==> src/rtl/cpu_sequencer_if.sv <==
// rtl/cpu_sequencer_if.sv - control/status bundle between the sequencer and its datapath/memory
interface cpu_sequencer_if;
  logic        start;
  logic [3:0]  opcode;
  logic        mem_ready;
  logic        zero;
  logic        f;
  logic        d;
  logic        e;
  logic        m;
  logic        w;
  logic        mem_req;
  logic        mem_we;
  logic        ir_load;
  logic        pc_inc;
  logic        pc_load;
  logic        reg_we;
  logic        busy;
  logic        halted;
  logic        illegal_op;
  logic [15:0] instr_count;

  modport master (
    input  start, opcode, mem_ready, zero,
    output f, d, e, m, w, mem_req, mem_we, ir_load, pc_inc, pc_load, reg_we,
    output busy, halted, illegal_op, instr_count
  );

  modport slave (
    output start, opcode, mem_ready, zero,
    input  f, d, e, m, w, mem_req, mem_we, ir_load, pc_inc, pc_load, reg_we,
    input  busy, halted, illegal_op, instr_count
  );
endinterface

==> src/rtl/cpu_sequencer.sv <==
// rtl/cpu_sequencer.sv - multi-cycle instruction sequencer (fetch/decode/exec/mem/wb)
module cpu_sequencer (
  input  logic              clk,
  input  logic              rst,
  cpu_sequencer_if.master   bus
);
  typedef enum logic [2:0] {
    S_IDLE, S_FETCH, S_DECODE, S_EXEC, S_MEM, S_WB, S_HALT
  } state_t;

  localparam logic [3:0] OP_ALU   = 4'd1;
  localparam logic [3:0] OP_LOAD  = 4'd2;
  localparam logic [3:0] OP_STORE = 4'd3;
  localparam logic [3:0] OP_JMP   = 4'd4;
  localparam logic [3:0] OP_BZ    = 4'd5;
  localparam logic [3:0] OP_HALT  = 4'd15;

  state_t      state_q, state_d;
  logic [3:0]  op_q, op_d;
  logic [15:0] instr_count_q, instr_count_d;
  logic        f_q, f_d, d_q, d_d, e_q, e_d, m_q, m_d, w_q, w_d;
  logic        mem_req_q, mem_req_d, mem_we_q, mem_we_d, reg_we_q, reg_we_d;
  logic        busy_q, busy_d, halted_q, halted_d, illegal_op_q, illegal_op_d;

  always_comb begin
    state_d       = state_q;
    op_d          = op_q;
    instr_count_d = instr_count_q;
    unique case (state_q)
      S_IDLE, S_HALT: if (bus.start) state_d = S_FETCH;
      S_FETCH: begin
        if (bus.mem_ready) begin
          instr_count_d = instr_count_q + 16'd1;
          state_d       = S_DECODE;
        end
      end
      S_DECODE: begin
        op_d    = bus.opcode;
        state_d = (bus.opcode == OP_HALT) ? S_HALT : S_EXEC;
      end
      S_EXEC: begin
        if (op_q == OP_ALU)                              state_d = S_WB;
        else if (op_q == OP_LOAD || op_q == OP_STORE)    state_d = S_MEM;
        else                                             state_d = S_FETCH;
      end
      S_MEM: if (bus.mem_ready) state_d = (op_q == OP_STORE) ? S_FETCH : S_WB;
      S_WB:    state_d = S_FETCH;
      default: state_d = S_IDLE;
    endcase

    // State-owned outputs are precomputed from the next state so they leave the flops aligned with it.
    f_d          = (state_d == S_FETCH);
    d_d          = (state_d == S_DECODE);
    e_d          = (state_d == S_EXEC);
    m_d          = (state_d == S_MEM);
    w_d          = (state_d == S_WB);
    mem_req_d    = f_d || m_d;
    mem_we_d     = m_d && (op_d == OP_STORE);
    reg_we_d     = w_d;
    busy_d       = f_d || d_d || e_d || m_d || w_d;
    halted_d     = (state_d == S_HALT);
    illegal_op_d = e_d && (op_d inside {[4'd6:4'd14]});
  end

  always_ff @(posedge clk) begin
    if (rst) begin
      state_q       <= S_IDLE;
      op_q          <= 4'd0;
      instr_count_q <= 16'd0;
      f_q           <= 1'b0;
      d_q           <= 1'b0;
      e_q           <= 1'b0;
      m_q           <= 1'b0;
      w_q           <= 1'b0;
      mem_req_q     <= 1'b0;
      mem_we_q      <= 1'b0;
      reg_we_q      <= 1'b0;
      busy_q        <= 1'b0;
      halted_q      <= 1'b0;
      illegal_op_q  <= 1'b0;
    end else begin
      state_q       <= state_d;
      op_q          <= op_d;
      instr_count_q <= instr_count_d;
      f_q           <= f_d;
      d_q           <= d_d;
      e_q           <= e_d;
      m_q           <= m_d;
      w_q           <= w_d;
      mem_req_q     <= mem_req_d;
      mem_we_q      <= mem_we_d;
      reg_we_q      <= reg_we_d;
      busy_q        <= busy_d;
      halted_q      <= halted_d;
      illegal_op_q  <= illegal_op_d;
    end
  end

  // These follow live inputs so the datapath acts in the same cycle memory or the flag answers.
  assign bus.ir_load = (state_q == S_FETCH) && bus.mem_ready;
  assign bus.pc_inc  = (state_q == S_FETCH) && bus.mem_ready;
  assign bus.pc_load = (state_q == S_EXEC) &&
                       ((op_q == OP_JMP) || ((op_q == OP_BZ) && bus.zero));

  assign bus.f           = f_q;
  assign bus.d           = d_q;
  assign bus.e           = e_q;
  assign bus.m           = m_q;
  assign bus.w           = w_q;
  assign bus.mem_req     = mem_req_q;
  assign bus.mem_we      = mem_we_q;
  assign bus.reg_we      = reg_we_q;
  assign bus.busy        = busy_q;
  assign bus.halted      = halted_q;
  assign bus.illegal_op  = illegal_op_q;
  assign bus.instr_count = instr_count_q;
endmodule

==> src/flat_wrapper.sv <==
// flat-port wrapper written by rule: the top's interface ports become plain ports
module cpu_sequencer_flat 
  (clk, rst, bus_start, bus_opcode, bus_mem_ready, bus_zero, bus_f, bus_d, bus_e, bus_m, bus_w, bus_mem_req, bus_mem_we, bus_ir_load, bus_pc_inc, bus_pc_load, bus_reg_we, bus_busy, bus_halted, bus_illegal_op, bus_instr_count);
  cpu_sequencer_if bus_i ();
  input  logic clk;
  input  logic rst;
  input wire logic [$bits(bus_i.start)-1:0] bus_start;
  input wire logic [$bits(bus_i.opcode)-1:0] bus_opcode;
  input wire logic [$bits(bus_i.mem_ready)-1:0] bus_mem_ready;
  input wire logic [$bits(bus_i.zero)-1:0] bus_zero;
  output wire logic [$bits(bus_i.f)-1:0] bus_f;
  output wire logic [$bits(bus_i.d)-1:0] bus_d;
  output wire logic [$bits(bus_i.e)-1:0] bus_e;
  output wire logic [$bits(bus_i.m)-1:0] bus_m;
  output wire logic [$bits(bus_i.w)-1:0] bus_w;
  output wire logic [$bits(bus_i.mem_req)-1:0] bus_mem_req;
  output wire logic [$bits(bus_i.mem_we)-1:0] bus_mem_we;
  output wire logic [$bits(bus_i.ir_load)-1:0] bus_ir_load;
  output wire logic [$bits(bus_i.pc_inc)-1:0] bus_pc_inc;
  output wire logic [$bits(bus_i.pc_load)-1:0] bus_pc_load;
  output wire logic [$bits(bus_i.reg_we)-1:0] bus_reg_we;
  output wire logic [$bits(bus_i.busy)-1:0] bus_busy;
  output wire logic [$bits(bus_i.halted)-1:0] bus_halted;
  output wire logic [$bits(bus_i.illegal_op)-1:0] bus_illegal_op;
  output wire logic [$bits(bus_i.instr_count)-1:0] bus_instr_count;
  assign bus_i.start = bus_start;
  assign bus_i.opcode = bus_opcode;
  assign bus_i.mem_ready = bus_mem_ready;
  assign bus_i.zero = bus_zero;
  assign bus_f = bus_i.f;
  assign bus_d = bus_i.d;
  assign bus_e = bus_i.e;
  assign bus_m = bus_i.m;
  assign bus_w = bus_i.w;
  assign bus_mem_req = bus_i.mem_req;
  assign bus_mem_we = bus_i.mem_we;
  assign bus_ir_load = bus_i.ir_load;
  assign bus_pc_inc = bus_i.pc_inc;
  assign bus_pc_load = bus_i.pc_load;
  assign bus_reg_we = bus_i.reg_we;
  assign bus_busy = bus_i.busy;
  assign bus_halted = bus_i.halted;
  assign bus_illegal_op = bus_i.illegal_op;
  assign bus_instr_count = bus_i.instr_count;
  cpu_sequencer u_core (.clk(clk), .rst(rst), .bus(bus_i));
endmodule
==> config.mk <==
export PLATFORM = sky130hd
export DESIGN_NAME = cpu_sequencer_flat
export DESIGN_NICKNAME = d
export VERILOG_FILES = /design/src/rtl/cpu_sequencer_if.sv /design/src/rtl/cpu_sequencer.sv /design/src/flat_wrapper.sv
export SDC_FILE = /design/constraint.sdc
export NUM_CORES = 1
export LEC_CHECK = 0
export ABC_AREA = 1
export CAP_MARGIN = 20
export CORE_MARGIN = 10
export CORE_UTILIZATION = 49
export CTS_CLUSTER_SIZE = 40
export DETAILED_ROUTE_END_ITERATION = 8
export GPL_ROUTABILITY_DRIVEN = 0
export PLACE_DENSITY = 0.91
export SLEW_MARGIN = 10
export SYNTH_ARGS = -nofsm -noshare
export SYNTH_HDL_FRONTEND = slang
export SYNTH_SLANG_ARGS = --single-unit
==> constraint.sdc <==
create_clock -name clk -period 1.79 [get_ports clk]
set_clock_uncertainty 0.2 [all_clocks]
set_input_delay 0.358 -clock clk [delete_from_list [all_inputs] [get_ports clk]]
set_output_delay 0.358 -clock clk [all_outputs]
set_load 0.01 [all_outputs]
# Word level (Yosys, flattened, before mapping)
# Cells that the tools add are included.
[totals] elab_cells=60 in_bits=9 regBits=33
[classes] n_reduce_logical=16 order_cmp=2 eq_ne=19 n_mux=9 addsub=1
[ops] operator="two-way mux 3 bit" count=7
[ops] operator="equality test 3 bit (second input constant)" count=6
[ops] operator="one-hot mux 3 bit (6 select lines)" count=1
[ops] operator="adder 16 x 1 -> 16 bit (second input constant)" count=1
[ops] operator="equality test 3 x 2 -> 1 bit (second input constant)" count=4
[ops] operator="equality test 4 x 2 -> 1 bit (second input constant)" count=3
[ops] operator="equality test 4 x 3 -> 1 bit (second input constant)" count=2
[ops] operator="logical OR 1 bit" count=7
[ops] operator="equality test 3 x 1 -> 1 bit (second input constant)" count=2
[ops] operator="logical AND 1 bit" count=6
[ops] operator="equality test 4 x 1 -> 1 bit (second input constant)" count=1
[ops] operator="equality test 4 bit (second input constant)" count=1
[ops] operator="greater-or-equal comparator 4 x 3 -> 1 bit (second input constant)" count=1
[ops] operator="less-or-equal comparator 4 bit (second input constant)" count=1
[ops] operator="two-way mux 4 bit" count=1
[ops] operator="zero test 3 bit" count=1
[ops] operator="AND reduction 2 bit" count=1
[ops] operator="OR reduction 2 bit" count=1

# Depth between registers and ports, before layout
[logic_depth] ltp_word=10 ltp_mapped=10 depth_no_buf=10

# Worst setup path before layout
# OpenSTA, ideal clock, no wires.
[synth_path] path_type="reg-to-output" start="register u_core.state_q[0]" end="output bus_pc_load" stages_incl_launch_ff=6 path_slack_ns=0.162 t_arrival_ns=1.070 required_ns=1.232 path_buffers=1 cell_sequence="dfxtp_1 buf_2 nand2_1 nor2_1 nand2_1 nor4_1"
[synth_between] elab_chain_cells=2
[synth_rtl] item="start, declared" line_no="cpu_sequencer.sv:18" source="state_t state_q, state_d;"
[synth_rtl] item="start signal, assigned" line_no="cpu_sequencer.sv:82" source="state_q <= state_d;"
[synth_rtl] item="equality test 3 x 2 -> 1 bit" line_no="cpu_sequencer.sv:102" source="assign bus.pc_load = (state_q == S_EXEC) &&"
[synth_rtl] item="logical AND 1 bit" line_no="cpu_sequencer.sv:102"
[synth_rtl] item="end, declared" line_no="flat_wrapper.sv:20" source="output wire logic [$bits(bus_i.pc_load)-1:0] bus_pc_load;"
# Every way passes these cells.

# Worst setup path after layout
# Ends and elaborated chain as after synthesis.

==> impl_metrics.yaml <==
status:
  outcome: "finished with violations"
  violations: "setup timing"
place:
  preCtsSetupSlack_ns: -0.496
  place_hpwl_mm: 3.27
  portBuffers: 38
critical_path:
  cp_max_fo: 2
  startpoint: "u_core.state_q[0]"
  arrival_ns: 1.29
  r2r_start: "u_core.state_q[2]"
  crit_required_ns: 1.23
  end_kind: "primary output"
  startpoint_type: "flip-flop"
  worstSetupPathType: "reg2out"
final_layout:
  drive_above_1_share_pct: 20.1
  regArea_um2: 677
  post-route-util_pct: 74.2
  multi_input_area_um2: 825
  largest_register_ffs: 16
  area_growth_pct: 41.6
  antennaDiodeCount: 0
  fill_cells: 249
  nets: 313
synth:
  yosysSeqAreaShare_pct: 40.6
  synth-async-reset-ratio_pct: 0
  synthFlopType: "dfxtp_1"
  avgSynthCellArea_um2: 6.72
  yosys-top-cells-area: "dfxtp_1 41%, nand2_1 15%, nor2_1 8.8%"
  post-synth-top-area-cell: "dfxtp_1"
  yosysTopAreaCellShare_pct: 40.6
  syn_nets: 252
  netlist_area_um2: 1630
  ys_warn_count: 0
  ys_seq_elements: 33
  synth_edf_count: 0
  netlist_instances: 242
  synth_cell_type_count: 29
route:
  firstDrtPassIters: 4
  vias: 1724
  remaining_drc_errors: 0
  viasPerCell: 4.97
  ant_nets: 0
  drtIter0Drc: 100
  avgRoutedWirePerCell_um: 12.7
  wl_mm: 4.41
timing:
  rsz0062_at_grt: "true"
  setup_tns_ns: -0.0737
  setup_viol: 3
  holdWs_ns: 0.297
  min_period_ns: 1.84
  slew_headroom_pct: 77.2
  post-route-period-util_pct: 103
  tightest_slew_ns: 0.339
  drv_slew: 0
  worst_slack_ns: -0.0548
  max_freq_ghz: 0.542
  hold_viol_final: 0
clocking:
  cts_hold_buf: 0
  clockBufferDepth: 2
  h-tree-depth: 2
  numCtsBuffers: 5
  cts_tree: "done"
  clk_pin_slew_ns: 0.09
  cts-root-buf: "clkbuf_4"
  clkLatencyLatePin_ns: 0.34
  cts.sinks: 33
pwr:
  p_leak_nw: 1.21
  powerDensity_nw_per_um2: 639
  vdd_drop_max_mv: 0.540
  power.total_w: 0.00147
grt:
  grt_overflow: 0
  grt_pass1_vias: 1642
  track_usage_pct: 14.3
  antenna_found_initial: 0
  grt_first_pass_wirelength_mm: 7.22
  grt_max_degree: 14
floorplan:
  dieArea_um2: 6020
  core_area_um2: 3100
  initial_core_util_pct: 52.4
  core.rowCount: 20
  fp.dieH_um: 77.6
  die_x_um: 77.6
  io_pins: 39
worst_hold_path:
  worstHoldStart: "u_core.bus.instr_count[14]"
  hold_path.class: "reg2reg"
run:
  maxCapViolations: 0
## report_power, final
part           internal (W)  switching, W
Combinational      0.000126      0.000142
Sequential         0.000762     0.0000153
Clock              0.000185      0.000241
Total               0.00107      0.000398
## routing by layer
metal  vias to the layer above  global-route usage (%)  share of wire (%)  wire length, µm
li1                        880                       -                  -                -
met3                        10                    4.95                5.5              244
met1                       788                    15.1                 42             1850
met2                        46                    24.6                 50             2220
met5                         -                       0                  0                0
met4                         0                    7.30                2.1               92
## layout by cell type, fill, tap and decap left out
cell type	n
clkdlybuf4s50_1	9
o21a_1	2
buf_6	2
inv_1	34
buf_2	1
nor3b_1	1
clkbuf_8	1
nor3_2	2
a21oi_1	12
nand4_1	4
nand3_1	12
nor3_1	4
o21bai_1	1
buf_12	1
dfxtp_1	20
nand3_2	2
dlygate4sd2_1	17
nand2_1	63
o21ai_0	7
nand3_4	1
o21ai_1	6
buf_4	21
nor4_2	2
nor2_1	36
inv_4	1
nor2_4	2
clkbuf_1	1
nor2_2	4
o21bai_2	1
xor2_1	1
ha_1	1
nand2_2	2
dlymetal6s2s_1	9
xnor2_1	2
clkbuf_4	5
dfxtp_2	13
## metrics by stage
| stage | instances | area [µm²] |
|---|---|---|
| floorplan | 242 | 1630 |
| global placement | 339 | 2180 |
| detailed placement | 339 | 2180 |
| CTS | 346 | 2240 |
| global route | 347 | 2300 |
| finish | 347 | 2300 |
## synth_stat cells, types with 2 or more instances
cell type	n
nand3_1	13
nor3_1	4
inv_1	34
nor3_2	2
xnor2_1	2
dfxtp_1	33
nand2_1	65
nor2_2	3
o21bai_1	2
nor2_1	38
o21a_1	2
buf_4	2
o21ai_0	12
nand4_1	4
a21oi_1	12
## what timing repair did
item | CTS | global route
endpoints found under the hold margin | 0 | 0
setup buffers | 0 | 1
endpoints found under the setup margin | 21 | 25
pin swaps | 1 | 4
resized for setup | 48 | 23
## worst paths after layout
kind | cells after the start | slack (ns) | endpoint
min | 2 | 0.30 | u_core.bus.instr_count[14]
max reg2reg | 10 | 0.11 | u_core.bus.instr_count[15]
min reg2reg | 2 | 0.30 | u_core.bus.instr_count[14]
max | 5 | -0.05 | bus_pc_load
## critical path, stage by stage (launching register included)
cell,delay [ns]
dfxtp_2,0.35
nand2_2,0.05
nor2_2,0.11
nand2_1,0.08
nor4_2,0.16
buf_2,0.18
## layout make-up
class | instances | share of cell area [%]
Multi-Input combinational cell | 168 | 35.8
Sequential cell | 33 | 29.4
Timing Repair Buffer | 60 | 24.2
Inverter | 35 | 5.82
Clock buffer | 7 | 2.39
Tap cell | 44 | 2.39
## cells by family (layout without fill, tap and decap cells)
kind of cell	after synthesis	in the layout	synth area share (%)
and+or+nand+nor	135	135	37.0
buffers and inverters	41	102	10.5
DFF	33	33	40.6
xor gates and xnor gates	3	3	1.62
adders and majority gates	1	1	0.770
AOI/OAI and AO/OA	29	29	9.55
No activity file was read; power rests on OpenSTA's default activity.
